## config.mk

```make
export PLATFORM = sky130hd
export DESIGN_NAME = fir_output_requant
export DESIGN_NICKNAME = d
export VERILOG_FILES = /design/src/rtl/fir_output_requant.sv
export SDC_FILE = /design/constraint.sdc
export NUM_CORES = 1
export LEC_CHECK = 0
export BUFFER_PORTS_ARGS = -buffer_cell sky130_fd_sc_hd__clkbuf_2
export CORE_MARGIN = 2
export CORE_UTILIZATION = 25
export DETAILED_ROUTE_END_ITERATION = 10
export PLACE_DENSITY_LB_ADDON = 0.3
export SETUP_SLACK_MARGIN = 0.1
export SYNTH_ARGS = -nofsm -noshare
export SYNTH_HDL_FRONTEND = slang
export SYNTH_SLANG_ARGS = --single-unit
```

## constraint.sdc

```tcl
create_clock -name clk_i -period 4.8 [get_ports clk_i]
set_input_delay 0.24 -clock clk_i [delete_from_list [all_inputs] [get_ports clk_i]]
set_output_delay 0.24 -clock clk_i [all_outputs]
set_load 0.01 [all_outputs]
```

## src/rtl/fir_output_requant.sv

```systemverilog
// -----------------------------------------------------------------------------
// fir_output_requant
//
// Output requantization stage behind the FIR datapath. Each accepted wide
// accumulator sample is rounded (round-half-up), arithmetically right-shifted
// by a per-job shift amount, saturated to OUT_WIDTH and presented on a
// registered valid/ready source. A beat counter frames each job of len_i
// samples. done_o pulses for one cycle when the job is complete.
//
// Optional feature: define FIR_REQUANT_SAT_CNT_EN to add the 16-bit saturating
// sat_cnt_o counter of saturated beats. It is cleared on reset, clear_i and
// start.
//
// Ports
//   clk_i, rst_ni  : clock, synchronous active-low reset
//   clear_i        : synchronous soft clear, same effect as reset
//   start_i        : job start pulse, honoured only in IDLE
//   len_i          : samples in the job, latched on start
//   shift_i        : right-shift amount, latched on start
//   y_*            : accumulator sink stream (valid/ready/data/strb; strb ignored)
//   z_*            : requantized source stream (strb all-ones)
//   sat_cnt_o      : saturation event count (FIR_REQUANT_SAT_CNT_EN only)
//   busy_o         : high while a job is in RUN or DONE
//   done_o         : one-cycle pulse at job end
// -----------------------------------------------------------------------------
module fir_output_requant #(
    parameter int unsigned IN_WIDTH    = 32,
    parameter int unsigned OUT_WIDTH   = 16,
    parameter int unsigned SHIFT_WIDTH = 5
) (
    input  logic                   clk_i,
    input  logic                   rst_ni,
    input  logic                   clear_i,
    input  logic                   start_i,
    input  logic [15:0]            len_i,
    input  logic [SHIFT_WIDTH-1:0] shift_i,
    input  logic                   y_valid_i,
    output logic                   y_ready_o,
    input  logic [IN_WIDTH-1:0]    y_data_i,
    input  logic [IN_WIDTH/8-1:0]  y_strb_i,
    output logic                   z_valid_o,
    input  logic                   z_ready_i,
    output logic [OUT_WIDTH-1:0]   z_data_o,
    output logic [OUT_WIDTH/8-1:0] z_strb_o,
`ifdef FIR_REQUANT_SAT_CNT_EN
    output logic [15:0]            sat_cnt_o,
`endif
    output logic                   busy_o,
    output logic                   done_o
);

    typedef enum logic [1:0] {
        IDLE,
        RUN,
        DONE
    } state_e;

    // Clamp bounds and rounding constant, all in the IN_WIDTH+1 working width.
    localparam logic signed [IN_WIDTH:0] SAT_MAX =
        {{(IN_WIDTH-OUT_WIDTH+2){1'b0}}, {(OUT_WIDTH-1){1'b1}}};
    localparam logic signed [IN_WIDTH:0] SAT_MIN =
        {{(IN_WIDTH-OUT_WIDTH+2){1'b1}}, {(OUT_WIDTH-1){1'b0}}};
    localparam logic signed [IN_WIDTH:0] RND_ONE = {{IN_WIDTH{1'b0}}, 1'b1};
    localparam logic [SHIFT_WIDTH-1:0]   SHIFT_ONE = {{(SHIFT_WIDTH-1){1'b0}}, 1'b1};

    state_e                 state_q, state_d;
    logic [15:0]            len_q, len_d;
    logic [15:0]            cnt_q, cnt_d;
    logic [SHIFT_WIDTH-1:0] shift_q, shift_d;
    logic                   z_valid_q, z_valid_d;
    logic [OUT_WIDTH-1:0]   z_data_q, z_data_d;

    logic                   accept;
    logic                   start_ok;
    logic                   sat;
    logic [OUT_WIDTH-1:0]   requant;

    logic signed [IN_WIDTH:0] y_ext;
    logic signed [IN_WIDTH:0] rnd;
    logic signed [IN_WIDTH:0] sum;
    logic signed [IN_WIDTH:0] shifted;

    // -------------------------------------------------------------------------
    // Arithmetic: one extra bit of headroom keeps the rounding add from
    // overflowing even for the most positive input and the largest shift.
    // -------------------------------------------------------------------------
    // NOTE: every signal assigned in an always_comb gets a default first, so
    // no path through the block leaves it unassigned and no latch is inferred.
    always_comb begin
        y_ext = {y_data_i[IN_WIDTH-1], y_data_i};
        rnd   = '0;
        if (shift_q != '0) begin
            rnd = RND_ONE << (shift_q - SHIFT_ONE);
        end
        sum     = y_ext + rnd;
        shifted = sum >>> shift_q;

        sat     = 1'b0;
        requant = shifted[OUT_WIDTH-1:0];
        if (shifted > SAT_MAX) begin
            sat     = 1'b1;
            requant = {1'b0, {(OUT_WIDTH-1){1'b1}}};
        end else if (shifted < SAT_MIN) begin
            sat     = 1'b1;
            requant = {1'b1, {(OUT_WIDTH-1){1'b0}}};
        end
    end

    // -------------------------------------------------------------------------
    // Handshake. Ready looks through to z_ready_i so a draining output
    // register can be refilled in the same cycle (full throughput).
    // -------------------------------------------------------------------------
    assign y_ready_o = (state_q == RUN) && (cnt_q < len_q) && (!z_valid_q || z_ready_i);
    assign accept    = y_valid_i && y_ready_o;
    assign start_ok  = (state_q == IDLE) && start_i;

    // -------------------------------------------------------------------------
    // Next-state logic: FSM, beat counter and output register.
    // -------------------------------------------------------------------------
    always_comb begin
        state_d   = state_q;
        len_d     = len_q;
        shift_d   = shift_q;
        cnt_d     = cnt_q;
        z_valid_d = z_valid_q;
        z_data_d  = z_data_q;

        if (accept) begin
            z_data_d  = requant;
            z_valid_d = 1'b1;
            cnt_d     = cnt_q + 16'd1;
        end else if (z_ready_i) begin
            z_valid_d = 1'b0;
        end

        unique case (state_q)
            IDLE: begin
                if (start_i) begin
                    len_d   = len_i;
                    shift_d = shift_i;
                    cnt_d   = '0;
                    state_d = (len_i == 16'd0) ? DONE : RUN;
                end
            end
            RUN: begin
                // With all beats counted nothing more is accepted, so
                // z_valid_d low means the last beat drains at this edge and
                // done_o follows directly in the next cycle.
                if ((cnt_q == len_q) && !z_valid_d) begin
                    state_d = DONE;
                end
            end
            DONE: begin
                state_d = IDLE;
            end
            default: begin
                state_d = IDLE;
            end
        endcase

        // Soft clear wins over everything, discarding any pending beat.
        if (clear_i) begin
            state_d   = IDLE;
            len_d     = '0;
            shift_d   = '0;
            cnt_d     = '0;
            z_valid_d = 1'b0;
            z_data_d  = '0;
        end
    end

    // NOTE: sequential state uses non-blocking assignments so every register
    // samples its pre-edge value, independent of statement order.
    always_ff @(posedge clk_i) begin
        if (!rst_ni) begin
            state_q   <= IDLE;
            len_q     <= '0;
            shift_q   <= '0;
            cnt_q     <= '0;
            z_valid_q <= 1'b0;
            z_data_q  <= '0;
        end else begin
            state_q   <= state_d;
            len_q     <= len_d;
            shift_q   <= shift_d;
            cnt_q     <= cnt_d;
            z_valid_q <= z_valid_d;
            z_data_q  <= z_data_d;
        end
    end

    assign z_valid_o = z_valid_q;
    assign z_data_o  = z_data_q;
    assign z_strb_o  = '1;
    assign busy_o    = (state_q != IDLE);
    assign done_o    = (state_q == DONE);

    // Byte strobes carry no meaning for accumulator samples.
    logic unused_strb;
    assign unused_strb = ^y_strb_i;

`ifdef FIR_REQUANT_SAT_CNT_EN
    logic [15:0] sat_cnt_q, sat_cnt_d;

    always_comb begin
        sat_cnt_d = sat_cnt_q;
        if (clear_i || start_ok) begin
            sat_cnt_d = '0;
        end else if (accept && sat && (sat_cnt_q != 16'hFFFF)) begin
            sat_cnt_d = sat_cnt_q + 16'd1;
        end
    end

    always_ff @(posedge clk_i) begin
        if (!rst_ni) begin
            sat_cnt_q <= '0;
        end else begin
            sat_cnt_q <= sat_cnt_d;
        end
    end

    assign sat_cnt_o = sat_cnt_q;
`else
    logic unused_sat;
    assign unused_sat = sat | start_ok;
`endif

endmodule
```

==> run_results.csv, run 1 <==
group,metric,value,unit
place,globalplace.congestion,0.932,
floorplan,initial_core_util,25.6,%
setup_path,reg2reg_depth,20,
status,status,"finished, final reports clean",
pwr,ir_drop,0.114,mV
drt,ant_nets,0,
drt,drt-vias-per-instance,5.23,
min_path,holdCritPathClass,"input pin to flip-flop",
pwr,power_density,147,mW/mm^2
yosys,synth_cell_type_count,85,
setup_path,end_kind,"flip-flop",
setup_path,r2r_slack,0.03,ns
global_route,grt.total_usage,17.5,%
setup_path,cp.depth,20,
global_route,grt_pass1_vias,8247,
floorplan,die_w,176,um
sta,setup_violations,0,
sta,hold_violations,0,
setup_path,worst-path-max-fanout,7,
pwr,totalPowerFinal,0.00157,W
min_path,min_from,"len_i[15]",
sta,tns,0,ns
global_route,grt_max_degree,36,
sta,slew_headroom,24.2,%
yosys,yosysWarnings,0,
setup_path,slowest_stage,"a222oi_1",
setup_path,r2r-end,"z_data_o[4]$_SDFFE_PP0P_",
clock_tree,root_buffer,"clkbuf_16",
drt,drcViolationCount,0,
setup_path,cpPeakStageDelay,0.44,ns
setup_path,worstPathCellList,"buf_8 > nand2_4 > or2_4 > nor2_4 > ha_4 > buf_6 > nand4_1 > nor3_2 > o211ai_1 > and2_4 > a311oi_4 > o22a_1 > o221ai_4 > mux2_4 > a222oi_1 > nand4bb_1 > buf_4 > o31a_1 > nand2b_1 > a21oi_1",
yosys,synth.avg_cell_area,7.06,um^2
yosys,synth_ff_type,"dfxtp_1",
yosys,synth-async-reset-ratio,0,%
global_route,antenna_found_initial,0,
floorplan,coreArea,0.0289,mm^2
global_route,grt_overflow_total,0,
cells_and_area,num-fill-cells,3019,
floorplan,die_h,176,um
sta,tightest_slew,1.13,ns
drt,drtIter0Drc,637,
drt,vias,8717,
drt,wl,28200,um
cells_and_area,final_cell_mix,"buf_4 (203), nand2_1 (124), a21oi_1 (87)",
setup_path,arrival,4.99,ns
setup_path,critPathKind,"flip-flop to flip-flop",
clock_tree,clk_path_buf_depth,2,
sta,setup_slack,0.0264,ns
setup_path,crit_family,"compound AO/OA/AOI/OAI gates",
cells_and_area,layout_commonest_cell,"buf_4",
yosys,synth_area,0.00739,mm^2
floorplan,pin_count,85,
clock_tree,clock_sink_count,56,
cells_and_area,postLayoutCellArea,0.0107,mm^2
clock_tree,cts_tree,"yes",
place,placed_area,0.00942,mm^2
clock_tree,htree_levels,2,
pwr,p_leak,4.46,nW
min_path,min_to,"len_q[15]$_SDFFE_PP0P_",
global_route,grt_pass1_wl,44000,um
setup_path,crit_buf_inv,3,
sta,fmax,209,MHz
yosys,synth-edff-count,0,
clock_tree,numCtsBuffers,5,
yosys,synth_cells,1047,
cells_and_area,final_net_count,1397,
setup_path,cp-start-kind,"flip-flop",
cells_and_area,fin_util,36.9,%
drt,wire_per_inst,16.9,um
setup_path,required,5.02,ns
yosys,synth-seq-cells,56,
place,io_buffers,78,
cells_and_area,area_delta_synth_final,44.4,%
floorplan,rows,62,
min_path,holdPathStages,3,
run,drv_cap,0,
floorplan,die_area,0.0310,mm^2
place,place_hpwl,22200,um
cells_and_area,diodes,0,
yosys,synth.yosys.seq_area_share,15.2,%
sta,rsz0062_at_grt,"true",
clock_tree,clk_pin_slew,0.07,ns
cells_and_area,drive_gt1_share,36.1,%
sta,fin_skew,0.00614,ns
setup_path,r2r-start,"shift_q[2]$_SDFFE_PP0P_",
place,place_ws,-0.228,ns
sta,period_share,99.4,%
clock_tree,insertion_delay,0.29,ns
sta,fin_crit,4.77,ns
sta,slew_viol_final,0,
drt,drt_pass1_iterations,5,
logic make-up after synthesis:
logic type / Yosys count / synth area share (%)
AO/OA/AOI/OAI: 346 / 31.1
XOR/XNOR: 35 / 4.25
adder cells (fa/ha/maj): 50 / 8.56
buffers and inverters: 108 / 6.16
flip-flops: 56 / 15.2
multiplexers: 58 / 9.09
other: 2 / 0.102
AND/OR/NAND/NOR: 392 / 25.6
synthesized netlist by cell type (7+ instances only):
| cell | instances | area [um^2] |
|---|---|---|
| mux2i_1 | 42 | 420 |
| a21oi_1 | 104 | 521 |
| o22ai_1 | 7 | 43.8 |
| a211oi_1 | 33 | 248 |
| and2_1 | 14 | 87.6 |
| buf_1 | 10 | 37.5 |
| nor2_1 | 96 | 360 |
| nand4_1 | 22 | 138 |
| nand3_1 | 16 | 80.1 |
| dfxtp_1 | 56 | 1120 |
| ha_1 | 49 | 613 |
| or3_1 | 9 | 56.3 |
| nand2b_1 | 13 | 81.3 |
| nor3_1 | 27 | 135 |
| a21o_1 | 13 | 97.6 |
| nor4_1 | 13 | 81.3 |
| a21oi_2 | 10 | 87.6 |
| o211ai_1 | 13 | 97.6 |
| xor2_1 | 19 | 166 |
| inv_1 | 37 | 139 |
| o21ai_0 | 61 | 305 |
| o21ai_1 | 10 | 50.1 |
| o21a_1 | 9 | 67.6 |
| nor2b_1 | 8 | 50.1 |
| clkbuf_1 | 37 | 139 |
| buf_2 | 16 | 80.1 |
| nand2_1 | 133 | 499 |
| mux2_2 | 9 | 101 |
| a211o_1 | 8 | 70.1 |
| xnor2_1 | 15 | 131 |
registers in the layout (all words and copies together), names as in the netlist:
register / count
cnt_q: 16
len_q: 16
shift_q: 5
state_q: 2
z_data_o: 16
z_valid_o: 1
per-stage QoR:
step	instances	hold WS, ns
5_1_grt	1668	0.178
2_1_floorplan	1048	0.376
4_1_cts	1655	0.179
6_report	1668	0.184
3_3_place_gp	1623	0.438
3_5_place_dp	1623	0.449
layer usage:
metal | vias to the layer above | global-route usage (%) | routed length, um
met5 | - | 0 | 0
met4 | 0 | 3.24 | 467
met3 | 28 | 1.59 | 1240
met2 | 217 | 28.4 | 12900
met1 | 4115 | 25.2 | 13600
li1 | 4357 | - | -
layout make-up:
cell class                 instances  area [um^2]  area share, %
inverter                          39          159           1.49
sequential                        56         1140           10.6
clock inverter                     2         60.1          0.562
timing repair buffer             297         2150           20.1
multi-input combinational        885         6570           61.5
tap                              384          480           4.50
clock buffer                       5          125           1.17
worst max path at each step:
stage / start / slack (ns) / end
detailed placement: shift_q[3]$_SDFFE_PP0P_ / -0.23 / z_data_o[1]$_SDFFE_PP0P_
floorplan: shift_q[4]$_SDFFE_PP0P_ / 0.12 / z_data_o[10]$_SDFFE_PP0P_
finish: shift_q[2]$_SDFFE_PP0P_ / 0.03 / z_data_o[4]$_SDFFE_PP0P_
global route: shift_q[2]$_SDFFE_PP0P_ / -0.16 / z_data_o[12]$_SDFFE_PP0P_
global placement: shift_q[3]$_SDFFE_PP0P_ / -0.15 / z_data_o[9]$_SDFFE_PP0P_
CTS: shift_q[2]$_SDFFE_PP0P_ / 0.10 / z_data_o[4]$_SDFFE_PP0P_
worst min-delay path, delay by kind of cell:
| family | cells | cell delay (ns) |
|---|---|---|
| buffers and inverters | 1 | 0.09 |
| and+or+nand+nor | 1 | 0.05 |
| AOI/OAI and AO/OA | 1 | 0.05 |
where the power goes:
part           internal, W  total, W  switching, W
clock network     0.000296  0.000457      0.000161
registers         0.000471  0.000478    0.00000631
logic             0.000287  0.000638      0.000350
what timing repair did:
item / CTS / global route
resized for setup: 77 / 94
gates cloned: 1 / 1
hold buffers: 0 / 0
endpoints found under the setup margin: 15 / 15
buffers inserted: 24 / 13
pin swaps: 23 / 36
Note: power is estimated with default switching activity, not from simulation.
==> inputs of run 2 (changes only) <==
--- a/config.mk
+++ b/config.mk
@@ -8,6 +8,7 @@
 export BUFFER_PORTS_ARGS = -buffer_cell sky130_fd_sc_hd__clkbuf_2
 export CORE_MARGIN = 2
 export CORE_UTILIZATION = 25
+export CTS_CLUSTER_DIAMETER = 150
 export DETAILED_ROUTE_END_ITERATION = 10
 export PLACE_DENSITY_LB_ADDON = 0.3
 export SETUP_SLACK_MARGIN = 0.1
==> constraint.sdc (replaced) <==
create_clock -name clk_i -period 5.1 [get_ports clk_i]
set_input_delay 0.255 -clock clk_i [delete_from_list [all_inputs] [get_ports clk_i]]
set_output_delay 0.255 -clock clk_i [all_outputs]
set_load 0.01 [all_outputs]
==> run_results.csv, run 2 (synthesis gave the netlist of run 1 again) <==
group,metric,value,unit
status,status,"finished, final reports clean",
global_route,grt_max_degree,28,
drt,drcViolationCount,0,
setup_path,worstPathCellList,"buf_4 > nand2_1 > buf_4 > nor3_1 > ha_1 > a21oi_1 > o211a_1 > buf_4 > o211ai_1 > mux2i_1 > nor2_1 > mux2_2 > nor2_2 > a221oi_1 > a2111o_1 > or4b_1 > nor4_2 > a31o_2 > buf_12 > a21oi_1",
cells_and_area,fin_util,33.9,%
setup_path,required,5.28,ns
pwr,ir_drop,0.120,mV
drt,wire_per_inst,17.0,um
clock_tree,htree_levels,2,
sta,fin_skew,0.00718,ns
sta,rsz0062_at_grt,"true",
cells_and_area,area_delta_synth_final,32.6,%
clock_tree,clock_sink_count,56,
sta,hold_violations,0,
setup_path,crit_buf_inv,4,
setup_path,end_kind,"flip-flop",
global_route,grt.total_usage,16.9,%
global_route,antenna_found_initial,0,
setup_path,cpPeakStageDelay,0.55,ns
pwr,power_density,136,mW/mm^2
floorplan,initial_core_util,25.6,%
min_path,min_from,"len_i[15]",
place,globalplace.congestion,0.932,
cells_and_area,seqCellArea,0.00113,mm^2
run,drv_cap,0,
sta,setup_slack,0.261,ns
place,dp.cells,1584,
sta,tns,0,ns
drt,vias,8564,
place,place_hpwl,22000,um
setup_path,cp-start-kind,"flip-flop",
drt,drt_pass1_iterations,5,
setup_path,critPathKind,"flip-flop to flip-flop",
sta,setup_violations,0,
floorplan,die_h,176,um
floorplan,coreArea,0.0289,mm^2
cells_and_area,final_cell_mix,"buf_4 (154), nand2_1 (123), a21oi_1 (95)",
setup_path,slowest_stage,"or4b_1",
setup_path,arrival,5.02,ns
clock_tree,numCtsBuffers,5,
sta,fmax,207,MHz
place,placed_area,0.00907,mm^2
global_route,grt_pass1_vias,8049,
drt,wl,27400,um
global_route,grt_pass1_wl,42800,um
drt,drt-vias-per-instance,5.32,
min_path,holdPathStages,3,
sta,slew_headroom,20.5,%
clock_tree,cts_tree,"yes",
setup_path,worst-path-max-fanout,15,
place,io_buffers,78,
cells_and_area,drive_gt1_share,30.9,%
cells_and_area,final_cells,1611,
place,place_ws,-0.0324,ns
setup_path,crit_top_cell,"buf_4",
setup_path,crit_family,"compound AO/OA/AOI/OAI gates",
min_path,min_to,"len_q[15]$_SDFFE_PP0P_",
setup_path,reg2reg_depth,20,
cells_and_area,multi_input_area,0.00624,mm^2
sta,fin_crit,4.84,ns
cells_and_area,diodes,0,
pwr,p_leak,4.04,nW
cells_and_area,final_net_count,1340,
setup_path,r2r_slack,0.26,ns
sta,period_share,94.9,%
cells_and_area,num-fill-cells,3107,
setup_path,r2r-end,"z_data_o[3]$_SDFFE_PP0P_",
floorplan,die_w,176,um
clock_tree,clk_path_buf_depth,2,
cells_and_area,postLayoutCellArea,0.00981,mm^2
floorplan,pin_count,85,
floorplan,rows,62,
sta,tightest_slew,1.19,ns
setup_path,r2r-start,"shift_q[1]$_SDFFE_PP0P_",
drt,ant_nets,0,
cells_and_area,layout_commonest_cell,"buf_4",
drt,drtIter0Drc,560,
min_path,holdCritPathClass,"input pin to flip-flop",
clock_tree,root_buffer,"clkbuf_16",
floorplan,die_area,0.0310,mm^2
clock_tree,insertion_delay,0.29,ns
global_route,grt_overflow_total,0,
sta,slew_viol_final,0,
setup_path,cp.depth,20,
clock_tree,clk_pin_slew,0.07,ns
run 2: layout make-up:
class | instances | area share, %
Clock buffer | 5 | 1.28
Clock inverter | 2 | 0.166
Inverter | 39 | 1.53
Multi-Input combinational cell | 885 | 63.6
Sequential cell | 56 | 11.5
Tap cell | 384 | 4.90
Timing Repair Buffer | 240 | 17.0
run 2: what timing repair did:
action / CTS / global route
gates cloned: 0 / 1
gates resized for setup: 8 / 112
setup endpoints to repair: 15 / 15
endpoints found under the hold margin: 0 / 0
hold buffers: 0 / 0
pin swaps: 1 / 30
setup buffers: 2 / 17
run 2: worst register-to-register path, cell delays in order, from the launching register on:
cell and delay [ns]:
dfxtp_4 0.39, buf_4 0.12, nand2_1 0.07, buf_4 0.17
nor3_1 0.18, ha_1 0.28, a21oi_1 0.31, o211a_1 0.32
buf_4 0.15, o211ai_1 0.10, mux2i_1 0.27, nor2_1 0.11
mux2_2 0.30, nor2_2 0.07, a221oi_1 0.09, a2111o_1 0.48
or4b_1 0.55, nor4_2 0.31, a31o_2 0.22, buf_12 0.15
a21oi_1 0.08
run 2: worst max path at each step:
stage	from	to	slack, ns
final	shift_q[1]$_SDFFE_PP0P_	z_data_o[3]$_SDFFE_PP0P_	0.26
after global routing	shift_q[3]$_SDFFE_PP0P_	z_data_o[9]$_SDFFE_PP0P_	0.06
after CTS	shift_q[2]$_SDFFE_PP0P_	z_data_o[9]$_SDFFE_PP0P_	0.10
after detailed placement	shift_q[1]$_SDFFE_PP0P_	z_data_o[9]$_SDFFE_PP0P_	-0.03
after global placement	shift_q[1]$_SDFFE_PP0P_	z_data_o[9]$_SDFFE_PP0P_	-0.04
after floorplan	shift_q[4]$_SDFFE_PP0P_	z_data_o[10]$_SDFFE_PP0P_	0.13
run 2: metal layers:
metal  wire [um]  track usage [%]  vias up  share of wire, %
li1            -                -     4247                 -
met1       13200             24.7     4049                48
met2       12400             27.1      239                45
met3        1400             1.64       29               5.1
met4         420             3.03        0               1.5
met5           0                0        -                 0
run 2: per-stage QoR:
step | hold WS (ns) | total power (W)
2_1_floorplan | 0.391 | 0.000764
3_3_place_gp | 0.438 | 0.000962
3_5_place_dp | 0.448 | 0.000966
4_1_cts | 0.192 | 0.00131
5_1_grt | 0.209 | 0.00141
6_report | 0.198 | 0.00134
run 2: power by group:
group,internal (W),switching (W),leakage (nW)
Combinational,0.000238,0.000308,3.52
Clock,0.000181,0.000157,0.0663
Sequential,0.000444,0.00000627,0.455
Total,0.000864,0.000472,4.04
==> inputs of run 3 (changes only) <==
--- a/config.mk
+++ b/config.mk
@@ -5,11 +5,13 @@
 export SDC_FILE = /design/constraint.sdc
 export NUM_CORES = 1
 export LEC_CHECK = 0
+export ABC_AREA = 1
 export BUFFER_PORTS_ARGS = -buffer_cell sky130_fd_sc_hd__clkbuf_2
 export CORE_MARGIN = 2
 export CORE_UTILIZATION = 25
 export CTS_CLUSTER_DIAMETER = 150
 export DETAILED_ROUTE_END_ITERATION = 10
+export GPL_ROUTABILITY_DRIVEN = 1
 export PLACE_DENSITY_LB_ADDON = 0.3
 export SETUP_SLACK_MARGIN = 0.1
 export SYNTH_ARGS = -nofsm -noshare
==> run_results.csv, run 3 <==
group,metric,value,unit
status,status,"finished, final reports clean",
yosys,synth_common_cells,"nand2_1 (432), inv_1 (221), nand3_1 (196)",
clock_tree,numCtsBuffers,5,
sta,setup_violations,0,
pwr,intPower,0.000814,W
drt,drcViolationCount,0,
setup_path,critPathKind,"flip-flop to flip-flop",
pwr,p_leak,4.68,nW
pwr,totalPowerFinal,0.00132,W
floorplan,die_h,181,um
pwr,p_clk_share,27.5,%
cells_and_area,num-fill-cells,3588,
setup_path,end_kind,"flip-flop",
setup_path,cp-start-kind,"flip-flop",
cells_and_area,final_cell_mix,"nand2_1 (431), inv_1 (221), nand3_1 (196)",
drt,drt_pass1_iterations,5,
drt,wl,25300,um
sta,fin_crit,4.63,ns
sta,hold_violations,0,
sta,fin_skew,0.00799,ns
yosys,synth.yosys.seq_area_share,14.3,%
place,globalplace.congestion,0.936,
run,drv_cap,0,
setup_path,arrival,4.83,ns
yosys,synth-async-reset-ratio,0,%
drt,ant_nets,0,
floorplan,pin_count,85,
clock_tree,root_buffer,"clkbuf_16",
pwr,ir_drop,0.126,mV
yosys,yosysTopAreaCell,"nand2_1",
pwr,p_switching,0.000502,W
yosys,synth_cells,1427,
pwr,p_seq_share,34.5,%
yosys,synth_area,0.00783,mm^2
clock_tree,cts_tree,"yes",
setup_path,crit_family,"simple AND/OR/NAND/NOR gates",
setup_path,cpPeakStageDelay,0.45,ns
setup_path,crit_buf_inv,6,
global_route,grt_pass1_wl,40600,um
setup_path,worst-path-max-fanout,38,
cells_and_area,final_net_count,1586,
sta,tightest_slew,1.09,ns
global_route,grt_pass1_vias,7771,
pwr,switching_share,38.1,%
floorplan,coreArea,0.0307,mm^2
pwr,power_density,150,mW/mm^2
cells_and_area,fin_util,28.5,%
global_route,grt_overflow_total,0,
place,dp.cells,1862,
cells_and_area,diodes,0,
min_path,holdPathStages,3,
global_route,grt_max_degree,44,
setup_path,slowest_stage,"dfxtp_1",
sta,slew_headroom,27.5,%
cells_and_area,final_cells,1870,
yosys,synth_ff_type,"dfxtp_1",
setup_path,crit_top_cell,"nand2_1",
sta,tns,0,ns
sta,whs,0.209,ns
clock_tree,clk_path_buf_depth,2,
clock_tree,clock_sink_count,56,
global_route,grt.total_usage,15.2,%
yosys,synthTopCellsByArea,"nand2_1 (21%), dfxtp_1 (14%), nand3_1 (13%), inv_1 (11%), ha_1 (7.8%)",
yosys,yosysWarnings,0,
cells_and_area,drive_gt1_share,12.8,%
cells_and_area,seqCellArea,0.00112,mm^2
cells_and_area,multi_input_area,0.00564,mm^2
clock_tree,post_cts_buffers,0,
floorplan,rows,64,
yosys,synth-seq-cells,56,
pwr,pwr-share-comb,38.1,%
clock_tree,htree_levels,2,
drt,vias,8576,
sta,fmax,216,MHz
min_path,holdCritPathClass,"input pin to flip-flop",
drt,drtIter0Drc,590,
yosys,synth_top_area_share,20.7,%
cells_and_area,area_delta_synth_final,11.9,%
yosys,yosysMostFrequentCell,"nand2_1",
floorplan,initial_core_util,25.5,%
place,io_buffers,78,
sta,slew_viol_final,0,
yosys,synth-edff-count,0,
clock_tree,insertion_delay,0.29,ns
clock_tree,clk_pin_slew,0.07,ns
setup_path,required,5.30,ns
floorplan,die_area,0.0328,mm^2
setup_path,reg2reg_depth,30,
yosys,synth.avg_cell_area,5.49,um^2
sta,period_share,90.8,%
floorplan,die_w,181,um
drt,wire_per_inst,13.5,um
place,place_hpwl,21300,um
setup_path,cp.depth,30,
yosys,synth_cell_type_count,45,
drt,drt-vias-per-instance,4.59,
global_route,antenna_found_initial,0,
sta,rsz0062_at_grt,"false",
cells_and_area,layout_commonest_cell,"nand2_1",
## run 3: cell types whose count changed after synthesis, sizes merged, moves of 32 or more
cell / delta
mux2i: -36
nor2: +32
nand2: +340
inv: +190
a21oi: -52
nand3: +198
## run 3: final cells by class
class	instances	area share, %
clock buffer	6	1.58
clock inverter	2	0.214
inverter	228	9.79
multi-input combinational	1091	64.3
sequential	56	12.8
tap	396	5.65
timing repair buffer	91	5.65
## run 3: metal layers
layer | vias up | GRT usage [%] | wire length, um
met5 | - | 0 | 0
met4 | 0 | 2.93 | 467
met2 | 170 | 25.9 | 11500
met3 | 19 | 0.947 | 996
met1 | 3777 | 21.3 | 12300
li1 | 4610 | - | -
## run 3: through the flow
step                area, um^2  setup slack, ns
global route              8760            0.104
floorplan                 7830            0.802
CTS                       8710            0.232
detailed placement        8550            0.258
global placement          8550            0.301
finish                    8760            0.471
## run 3: final timing paths
check | start | slack (ns) | end
worst max register to register | shift_q[2]$_SDFFE_PP0P_ | 0.47 | z_data_o[3]$_SDFFE_PP0P_
worst max-delay path | shift_q[2]$_SDFFE_PP0P_ | 0.47 | z_data_o[3]$_SDFFE_PP0P_
worst min register to register | cnt_q[15]$_SDFF_PP0_ | 0.46 | cnt_q[15]$_SDFF_PP0_
worst min-delay path | len_i[0] | 0.21 | len_q[0]$_SDFFE_PP0P_
## run 3: tightest hold or removal path, cell delays in order
cell	delay, ns
clkbuf_2	0.09
nor2_1	0.04
nor2_1	0.08
## run 3: logic make-up after synthesis
| kind of cell | Yosys count | share of synthesized area (%) |
|---|---|---|
| DFF | 56 | 14.3 |
| xor gates and xnor gates | 21 | 2.35 |
| buffers and inverters | 281 | 14.3 |
| adders and majority gates | 50 | 8.09 |
| and+or+nand+nor | 849 | 48.4 |
| muxes | 6 | 0.767 |
| other | 2 | 0.0959 |
| AOI/OAI and AO/OA | 162 | 11.6 |
## run 3: power groups by stage
stage,Combinational [W],Clock (W),Sequential (W)
6_report,0.000501,0.000362,0.000453
3_5_place_dp,0.000495,0,0.000463
2_1_floorplan,0.000365,0,0.000462
4_1_cts,0.000498,0.000380,0.000453
3_3_place_gp,0.000495,0,0.000463
5_1_grt,0.000567,0.000395,0.000455
## run 3: timing repair
action | 4_1_cts | 5_1_grt
resized for setup | 0 | 12
hold buffers | 0 | 0
setup endpoints to repair | 0 | 15
